===== src/rtl/loader_pkg.sv =====
// Shared types and widths for the boot-time program loader.
package loader_pkg;

  localparam int BYTE_W     = 8;
  localparam int WORD_W     = 16;
  localparam int DEF_ADDR_W = 8;

  typedef enum logic [2:0] {
    IDLE  = 3'd0,
    HI    = 3'd1,
    LO    = 3'd2,
    CHECK = 3'd3,
    DONE  = 3'd4,
    ERR   = 3'd5
  } state_t;

endpackage


===== src/rtl/prog_loader_csum.sv =====
// Running XOR over the length and payload bytes; match compares against the incoming byte.
module prog_loader_csum
  import loader_pkg::*;
(
  input  logic              clk,
  input  logic              rst,
  input  logic              clr,
  input  logic              en,
  input  logic [BYTE_W-1:0] data,
  output logic              match
);

  logic [BYTE_W-1:0] acc;

  // clr with en starts a fresh sum seeded by the current byte
  always_ff @(posedge clk) begin
    if (rst)
      acc <= '0;
    else if (clr)
      acc <= en ? data : '0;
    else if (en)
      acc <= acc ^ data;
  end

  assign match = (acc == data);

endmodule


===== src/rtl/prog_loader.sv =====
// Boot loader: byte stream -> big-endian 16-bit words -> instruction memory, holding the CPU in reset.
// Optional trailing XOR checksum enabled by defining PROG_LOADER_CHECKSUM_EN.
//
// state | meaning
// IDLE  | waiting for the length byte
// HI    | waiting for the high byte of a word
// LO    | waiting for the low byte; accepting it writes the word
// CHECK | waiting for the checksum byte
// DONE  | image loaded, CPU released
// ERR   | checksum mismatch, CPU held in reset
module prog_loader
  import loader_pkg::*;
#(
  parameter int ADDR_W = DEF_ADDR_W
) (
  input  logic              clk,
  input  logic              rst,
  input  logic              in_valid,
  output logic              in_ready,
  input  logic [BYTE_W-1:0] in_data,
  input  logic              reload,
  output logic              im_we,
  output logic [ADDR_W-1:0] im_addr,
  output logic [WORD_W-1:0] im_wdata,
  output logic              cpu_rst,
  output logic              done,
  output logic              error
);

  localparam int CNT_W = ADDR_W + 1;
  localparam logic [CNT_W-1:0] FULL_CNT = {1'b1, {ADDR_W{1'b0}}};

  state_t            state;
  logic [CNT_W-1:0]  words_left;
  logic [ADDR_W-1:0] addr;
  logic [BYTE_W-1:0] hi_byte;
  logic              xfer;
  logic              last_word;

  assign xfer      = in_valid && in_ready;
  assign last_word = (words_left == CNT_W'(1));

`ifdef PROG_LOADER_CHECKSUM_EN
  logic csum_clr;
  logic csum_en;
  logic csum_match;
  logic error_q;

  assign csum_clr = xfer && (state == IDLE);
  assign csum_en  = xfer && ((state == IDLE) || (state == HI) || (state == LO));

  prog_loader_csum u_csum (
    .clk   (clk),
    .rst   (rst),
    .clr   (csum_clr),
    .en    (csum_en),
    .data  (in_data),
    .match (csum_match)
  );

  assign error = error_q;
`else
  assign error = 1'b0;
`endif

  always_ff @(posedge clk) begin
    if (rst) begin
      state      <= IDLE;
      in_ready   <= 1'b0;
      im_we      <= 1'b0;
      im_addr    <= '0;
      im_wdata   <= '0;
      cpu_rst    <= 1'b1;
      done       <= 1'b0;
      words_left <= '0;
      addr       <= '0;
      hi_byte    <= '0;
`ifdef PROG_LOADER_CHECKSUM_EN
      error_q    <= 1'b0;
`endif
    end else begin
      im_we <= 1'b0;
      case (state)
        IDLE: begin
          in_ready <= 1'b1;
          if (xfer) begin
            words_left <= (in_data == '0) ? FULL_CNT : CNT_W'(in_data);
            addr       <= '0;
            state      <= HI;
          end
        end
        HI: begin
          if (xfer) begin
            hi_byte <= in_data;
            state   <= LO;
          end
        end
        LO: begin
          if (xfer) begin
            im_we      <= 1'b1;
            im_addr    <= addr;
            im_wdata   <= {hi_byte, in_data};
            addr       <= addr + ADDR_W'(1);
            words_left <= words_left - CNT_W'(1);
            if (!last_word) begin
              state <= HI;
            end else begin
`ifdef PROG_LOADER_CHECKSUM_EN
              state <= CHECK;
`else
              // release happens on the following edge, after this write lands
              state    <= DONE;
              in_ready <= 1'b0;
`endif
            end
          end
        end
        CHECK: begin
`ifdef PROG_LOADER_CHECKSUM_EN
          if (xfer) begin
            in_ready <= 1'b0;
            if (csum_match) begin
              state   <= DONE;
              done    <= 1'b1;
              cpu_rst <= 1'b0;
            end else begin
              state   <= ERR;
              error_q <= 1'b1;
            end
          end
`else
          state <= IDLE;
`endif
        end
        DONE: begin
          if (reload) begin
            state    <= IDLE;
            in_ready <= 1'b1;
            cpu_rst  <= 1'b1;
            done     <= 1'b0;
          end else begin
            in_ready <= 1'b0;
            cpu_rst  <= 1'b0;
            done     <= 1'b1;
          end
        end
        ERR: begin
          if (reload) begin
            state    <= IDLE;
            in_ready <= 1'b1;
`ifdef PROG_LOADER_CHECKSUM_EN
            error_q  <= 1'b0;
`endif
          end
        end
        default: state <= IDLE;
      endcase
    end
  end

endmodule


===== config.mk =====
export PLATFORM = sky130hd
export DESIGN_NAME = prog_loader
export DESIGN_NICKNAME = d
export VERILOG_FILES = /design/src/rtl/loader_pkg.sv /design/src/rtl/prog_loader_csum.sv /design/src/rtl/prog_loader.sv
export SDC_FILE = /design/constraint.sdc
export NUM_CORES = 1
export LEC_CHECK = 0
export BUFFER_PORTS_ARGS = -buffer_cell sky130_fd_sc_hd__buf_4
export CORE_ASPECT_RATIO = 0.75
export CORE_MARGIN = 5
export CORE_UTILIZATION = 43
export CTS_BUF_LIST = sky130_fd_sc_hd__clkbuf_4 sky130_fd_sc_hd__clkbuf_8
export CTS_CLUSTER_DIAMETER = 80
export DETAILED_ROUTE_END_ITERATION = 16
export MAX_ROUTING_LAYER = met4
export PLACE_DENSITY = 0.69
export REMOVE_ABC_BUFFERS = 1
export SYNTH_ARGS = -nofsm -noshare
export SYNTH_HDL_FRONTEND = slang
export SYNTH_SLANG_ARGS = --single-unit

===== constraint.sdc =====
create_clock -name clk -period 1.41 [get_ports clk]
set_input_delay 0 -clock clk [delete_from_list [all_inputs] [get_ports clk]]
set_output_delay 0 -clock clk [all_outputs]
set_load 0.01 [all_outputs]

Word level (Yosys, flattened, before mapping). Cells that the tools add are included.

Logic and storage cells: 56. Register bits: 56. Output and inout bits: 29. Input bits: 12.

Equality and inequality tests: 11. Mux-type cells: 20. Bitwise operators: 1. Add/sub/neg operators: 2. Reductions and logical operators: 12.

Operators by type and width (number): 9-bit 2-to-1 mux (3); 9-bit case mux with 2 select lines (1); 8-bit 2-to-1 mux (2); 8-bit case mux with 2 select lines (1); 3-bit 2-to-1 mux (5); 3-bit case mux with 4 select lines (1); 2-bit inequality test, second input constant (5); 9-bit by 1-bit == test with 1-bit output, second input constant (1); 9-bit by 1-bit subtractor with 9-bit output, second input constant (1); 8-bit by 1-bit adder with 8-bit output, second input constant (1); 8-bit logical NOT (1); 4-bit AND reduction (2); 3-bit == test, second input constant (2); 1-bit 2-to-1 mux (6); 1-bit case mux with 4 select lines (1); 2-bit AND reduction (2); 4-bit nonzero test (1); 2-bit OR reduction (2); 3-bit by 1-bit == test with 1-bit output, second input constant (1); 3-bit by 2-bit == test with 1-bit output, second input constant (1); 3-bit logical NOT (1); 3-bit AND reduction (1); 2-bit by 1-bit inequality test with 1-bit output, second input constant (1); 2-bit nonzero test (1); other kinds (2) (2).

Logic depth before layout (Yosys ltp).
Depth in word-level cells: 4. Mapped depth: 7. Gate-level depth less buffers: 6.

Least setup slack after synthesis. No wires, ideal clock.

Path kind: reg-to-reg. Start: register state[2]. End: register words_left[5]. Data required time: 1.294 ns. Period minus slack after synthesis: 1.500 ns. Path slack: -0.090 ns. Stages on the path, launching flop included: 8. Setup time: 0.116 ns. Buffers on the path: 3. Arrival: 1.385 ns. Cells stage by stage: dfxtp_1 buf_6 or3b_1 buf_6 nor2_8 buf_6 nand4_1 and3_1.

Cells in the longest elaborated chain, start to end: 3. Elaborated cells between the ends (all ways): 7. Classes of those cells: eq/ne (3); mux (1); reduce/logical (3).

RTL lines: start, declared (line prog_loader.sv:33) `state_t state;`; start signal, assigned (line prog_loader.sv:68) `state <= IDLE;`; start signal, assigned (line prog_loader.sv:89) `state <= HI;`; start signal, assigned (line prog_loader.sv:95) `state <= LO;`; 3-bit by 2-bit == test with 1-bit output / 3-bit logical NOT (equally long branches) (line prog_loader.sv:83) `case (state)`; 2-bit inequality test (no line) / 2-bit nonzero test (equally long branches); 3-bit AND reduction (no line); end signal, assigned (line prog_loader.sv:87) `words_left <= (in_data == '0) ? FULL_CNT : CNT_W'(in_data);`; end signal, assigned (line prog_loader.sv:104) `words_left <= words_left - CNT_W'(1);`; end, declared (line prog_loader.sv:34) `logic [CNT_W-1:0] words_left;`.

Parallel ways exist; a longest one is shown, timed or not. A chain may end at the register's enable or synchronous reset.

Worst setup path in the final report.
Start: register state[2]. End: register addr[7].

Cells in the longest elaborated chain, start to end: 3. Elaborated cells between the ends (all ways): 7. Classes of those cells: eq/ne (3); mux (1); reduce/logical (3).

RTL lines: 3-bit by 2-bit == test with 1-bit output / 3-bit logical NOT (equally long branches) (line prog_loader.sv:83); 2-bit inequality test (no line) / 2-bit nonzero test (equally long branches); 3-bit AND reduction (no line); end signal, assigned (line prog_loader.sv:103) `addr <= addr + ADDR_W'(1);`; end, declared (line prog_loader.sv:35) `logic [ADDR_W-1:0] addr;`.

Parallel ways exist; a longest one is shown, timed or not.

==> out/metrics.csv <==
stage;metric;value;unit
final_layout;count of inserted antenna diode cells;0;
cts;Inserted Clock Buffers;5;
drt;Pre-Repair DR Iteration Count;4;
cts;clock latency of the later-clocked register in the worst-skew pair;310;ps
global_route;maximum number of pins on one net before global-route repair;57;
global_route;GRT Resource Usage Total;0.171;
floorplanning;count of standard-cell rows;23;
sta;minimum period implied by the final worst setup slack;1500;ps
drt;count of routing violations after the opening detailed-route iteration;116;
placement;Post-Place Worst Slack;-220;ps
sta;setup repair after global routing missed its margin;yes;
sta;highest attainable clock frequency;666;MHz
pwr;leakage power;1.34;nW
outcome;outcome;finished with violations;
sta;final count of negative-setup-slack endpoints;35;
drt;via count;2284;
synthesis;share of synthesized registers carrying an async set or reset;0;
final_layout;register area;1130;sq um
global_route;global-route congestion overflow total;0;
global_route;first-pass GRT wire length;9.99;mm
synthesis;YS warnings;0;
sta;relative slew slack;0.596;
sta;worst setup slack after layout;-91.2;ps
cts;Sink Count;56;
flow_run;max-cap violations;0;
pwr;switching part of the total;0.242;
pwr;Comb pwr share;0.135;
pwr;total power draw;0.00317;W
drt;Post-route DRC;0;
synthesis;area of the mapped netlist;2450;sq um
synthesis;mean area per synthesized cell;8.35;sq um
cts;register clock-pin slew on the reported worst setup and hold paths;100;ps
worst_setup_path;Critical Path RT;1650;ps
worst_setup_path;startpoint-to-endpoint class of the critical path;reg2reg;
pwr;clock share of power;0.350;
floorplanning;Top Ports;41;
synthesis;portion of the post-synthesis area used by sequential elements;0.457;
final_layout;area grow syn2layout;40.2;%
sta;Final Max Slew Viols;0;
final_layout;most used cells in the layout excluding fill and tap cells;buf_4, nand2_1, dfxtp_1;
final_layout;total area of multi-input combinational cells;1320;sq um
sta;hold violation total from the final report;0;
synthesis;Cells after Synth;294;
sta;slew of the pin with the lowest slew margin;606;ps
worst_setup_path;source of the critical timing path;state[2]$_SDFFE_PP0P_;
worst_setup_path;Crit Path Max Fanout;8;
worst_setup_path;critical path data arrival time;1750;ps
synthesis;total of flip-flops plus latches after synthesis;56;
final_layout;net total in the final layout;384;
pwr;net switching power;0.000766;W
final_layout;fraction of layout cells with a size suffix above 1;0.324;
floorplanning;die boundary width;97.2;um
global_route;initial antenna violation count;0;
sta;worst clock skew on the final layout;7.54;ps
drt;detail-routed via count per cell;5.13;
hold_path;Tightest Hold Check Type;in2reg;
floorplanning;core box area;5440;sq um
hold_path;instance count along the most critical hold path;4;
floorplanning;die span in y;75.4;um
drt;final routed wirelength across all metal layers;6.35;mm
drt;wire length per cell after detailed routing;14.3;um
worst_setup_path;worst setup slack for register-to-register paths;-90;ps
cts;cell at the root of the clock tree;clkbuf_8;
final_layout;number of inserted filler cells in the final layout;457;
cts;number of H-tree levels;2;
worst_setup_path;worst reg2reg endpoint;addr[7]$_SDFFE_PP0P_;
hold_path;Min-Delay Startpoint;in_valid;
worst_setup_path;FF-to-FF Start;state[2]$_SDFFE_PP0P_;
synthesis;post-synthesis cell type count;46;
worst_setup_path;R2R cell count;7;
placement;routability congestion estimate from global placement;0.847;
cts;maximum buffer depth of the clock tree;2;
floorplanning;initial cell density of the core;0.451;
global_route;vias in the first global route;2102;
worst_setup_path;crit path launch type;flip-flop;
floorplanning;area enclosed by the die boundary;7340;sq um
synthesis;prevailing post-synth register cell;dfxtp_1;
placement;DP Wirelength;4.09;mm
worst_setup_path;endpoint kind of the worst setup timing path;flip-flop;
pwr;power per cell area;920;nW/um^2
placement;quantity of I/O buffers inserted on ports;39;
drt;Detail Route Antenna Nets;0;
final_layout;most common cell after layout, fill and taps aside;buf_4;
synthesis;number of enable-type register cells in the synthesized netlist;0;
pwr;Worst IR Drop VDD;672;uV
cts;CTS tree;built;
hold_path;Worst Hold End;state[1]$_SDFFE_PP0P_;
pwr;Reg power frac;0.515;
outcome;failing checks;setup timing;
sta;fin crit share;1.06;
pwr;cell-internal power;0.00240;W
## worst max path at each step
stage               cells after the start                       to
finish                                  7     addr[7]$_SDFFE_PP0P_
global route                            7     addr[3]$_SDFFE_PP0P_
CTS                                     4     addr[5]$_SDFFE_PP0P_
detailed placement                      4     addr[5]$_SDFFE_PP0P_
global placement                        4     addr[5]$_SDFFE_PP0P_
floorplan                               4  hi_byte[0]$_SDFFE_PP0P_
## what timing repair did
action,CTS,global route
setup buffers,3,4
hold endpoints to repair,17,0
resized for setup,22,27
cloned,1,2
pin swaps,16,10
setup endpoints to repair,49,50
hold buffers,9,0
## layer usage
| metal | track usage | routed length [um] | share of wire |
|---|---|---|---|
| met1 | 0.232 | 3210 | 0.51 |
| met2 | 0.271 | 2840 | 0.45 |
| met3 | 0.0366 | 283 | 0.045 |
| met4 | 0.0261 | 14 | 0.0022 |
| met5 | - | 0 | 0 |
## cells by family (layout without fill, tap and decap cells)
kind of cell	after synthesis	after routing	share of synthesized area
compound gates	71	71	0.165
fa+ha+maj	3	3	0.0153
xor+xnor	2	2	0.00714
mux	10	10	0.0408
buf+inv	27	103	0.0581
other cells	1	1	0.00153
simple gates	124	124	0.255
flops	56	56	0.457
## synthesized netlist by cell type, types with 2 or more instances
cell type	instances	share of area
a211oi_1	3	0.0092
buf_6	3	0.014
a21oi_1	42	0.086
nand3_1	6	0.012
xor2_1	2	0.0071
a311oi_1	2	0.0071
nand3b_1	3	0.0092
ha_1	3	0.015
buf_2	3	0.0061
nor2_1	19	0.029
clkbuf_1	12	0.018
or3_1	4	0.010
nor4_1	2	0.0051
dfxtp_1	56	0.46
nor3b_1	3	0.0092
buf_4	4	0.012
a31oi_1	3	0.0076
nand4_1	3	0.0076
inv_1	5	0.0076
o221ai_1	2	0.0071
mux2i_1	10	0.041
and3_1	4	0.010
nand2_1	61	0.093
o21ai_0	11	0.022
a221oi_1	2	0.0071
nor3_1	6	0.012
## sequential cells by signal, summed over array words and instances, names as in the netlist
| name | cells |
|---|---|
| addr | 8 |
| cpu_rst | 1 |
| done | 1 |
| hi_byte | 8 |
| im_addr | 8 |
| im_wdata | 16 |
| im_we | 1 |
| in_ready | 1 |
| state | 3 |
| words_left | 9 |
## critical path, cell delays in order, from the launching register on
cell,delay [ps]
dfxtp_2,340
buf_6,130
nand4bb_4,230
buf_6,160
nor2_8,200
buf_6,150
nand4b_1,90
a21oi_1,130
## power groups by stage
stage,Combinational [W],Sequential [W],Clock [W]
final,0.000426,0.00163,0.00111
after global routing,0.000462,0.00164,0.00118
after CTS,0.000379,0.00163,0.00113
after detailed placement,0.000329,0.00166,0
after global placement,0.000328,0.00166,0
after floorplan,0.000148,0.00167,0
## area by class of cell
| class | count | share of cell area |
|---|---|---|
| Timing Repair Buffer | 90 | 0.219 |
| Inverter | 5 | 0.00545 |
| Tap cell | 75 | 0.0273 |
| Clock inverter | 2 | 0.0113 |
| Clock buffer | 6 | 0.0240 |
| Multi-Input combinational cell | 211 | 0.384 |
| Sequential cell | 56 | 0.329 |
## per-stage QoR
stage / cells / instance area, sq um / setup TNS (ps) / hold slack [ps] / utilization
after CTS: 439 / 3290 / -461 / 115 / 0.605
after detailed placement: 418 / 2960 / -4770 / 276 / 0.545
final: 445 / 3440 / -1730 / 113 / 0.633
after global routing: 445 / 3440 / -4440 / 148 / 0.633
after floorplan: 272 / 2330 / -21430 / 69.1 / -
after global placement: 418 / 2960 / -2840 / 269 / 0.545
Power figures use the tool's default switching activity.
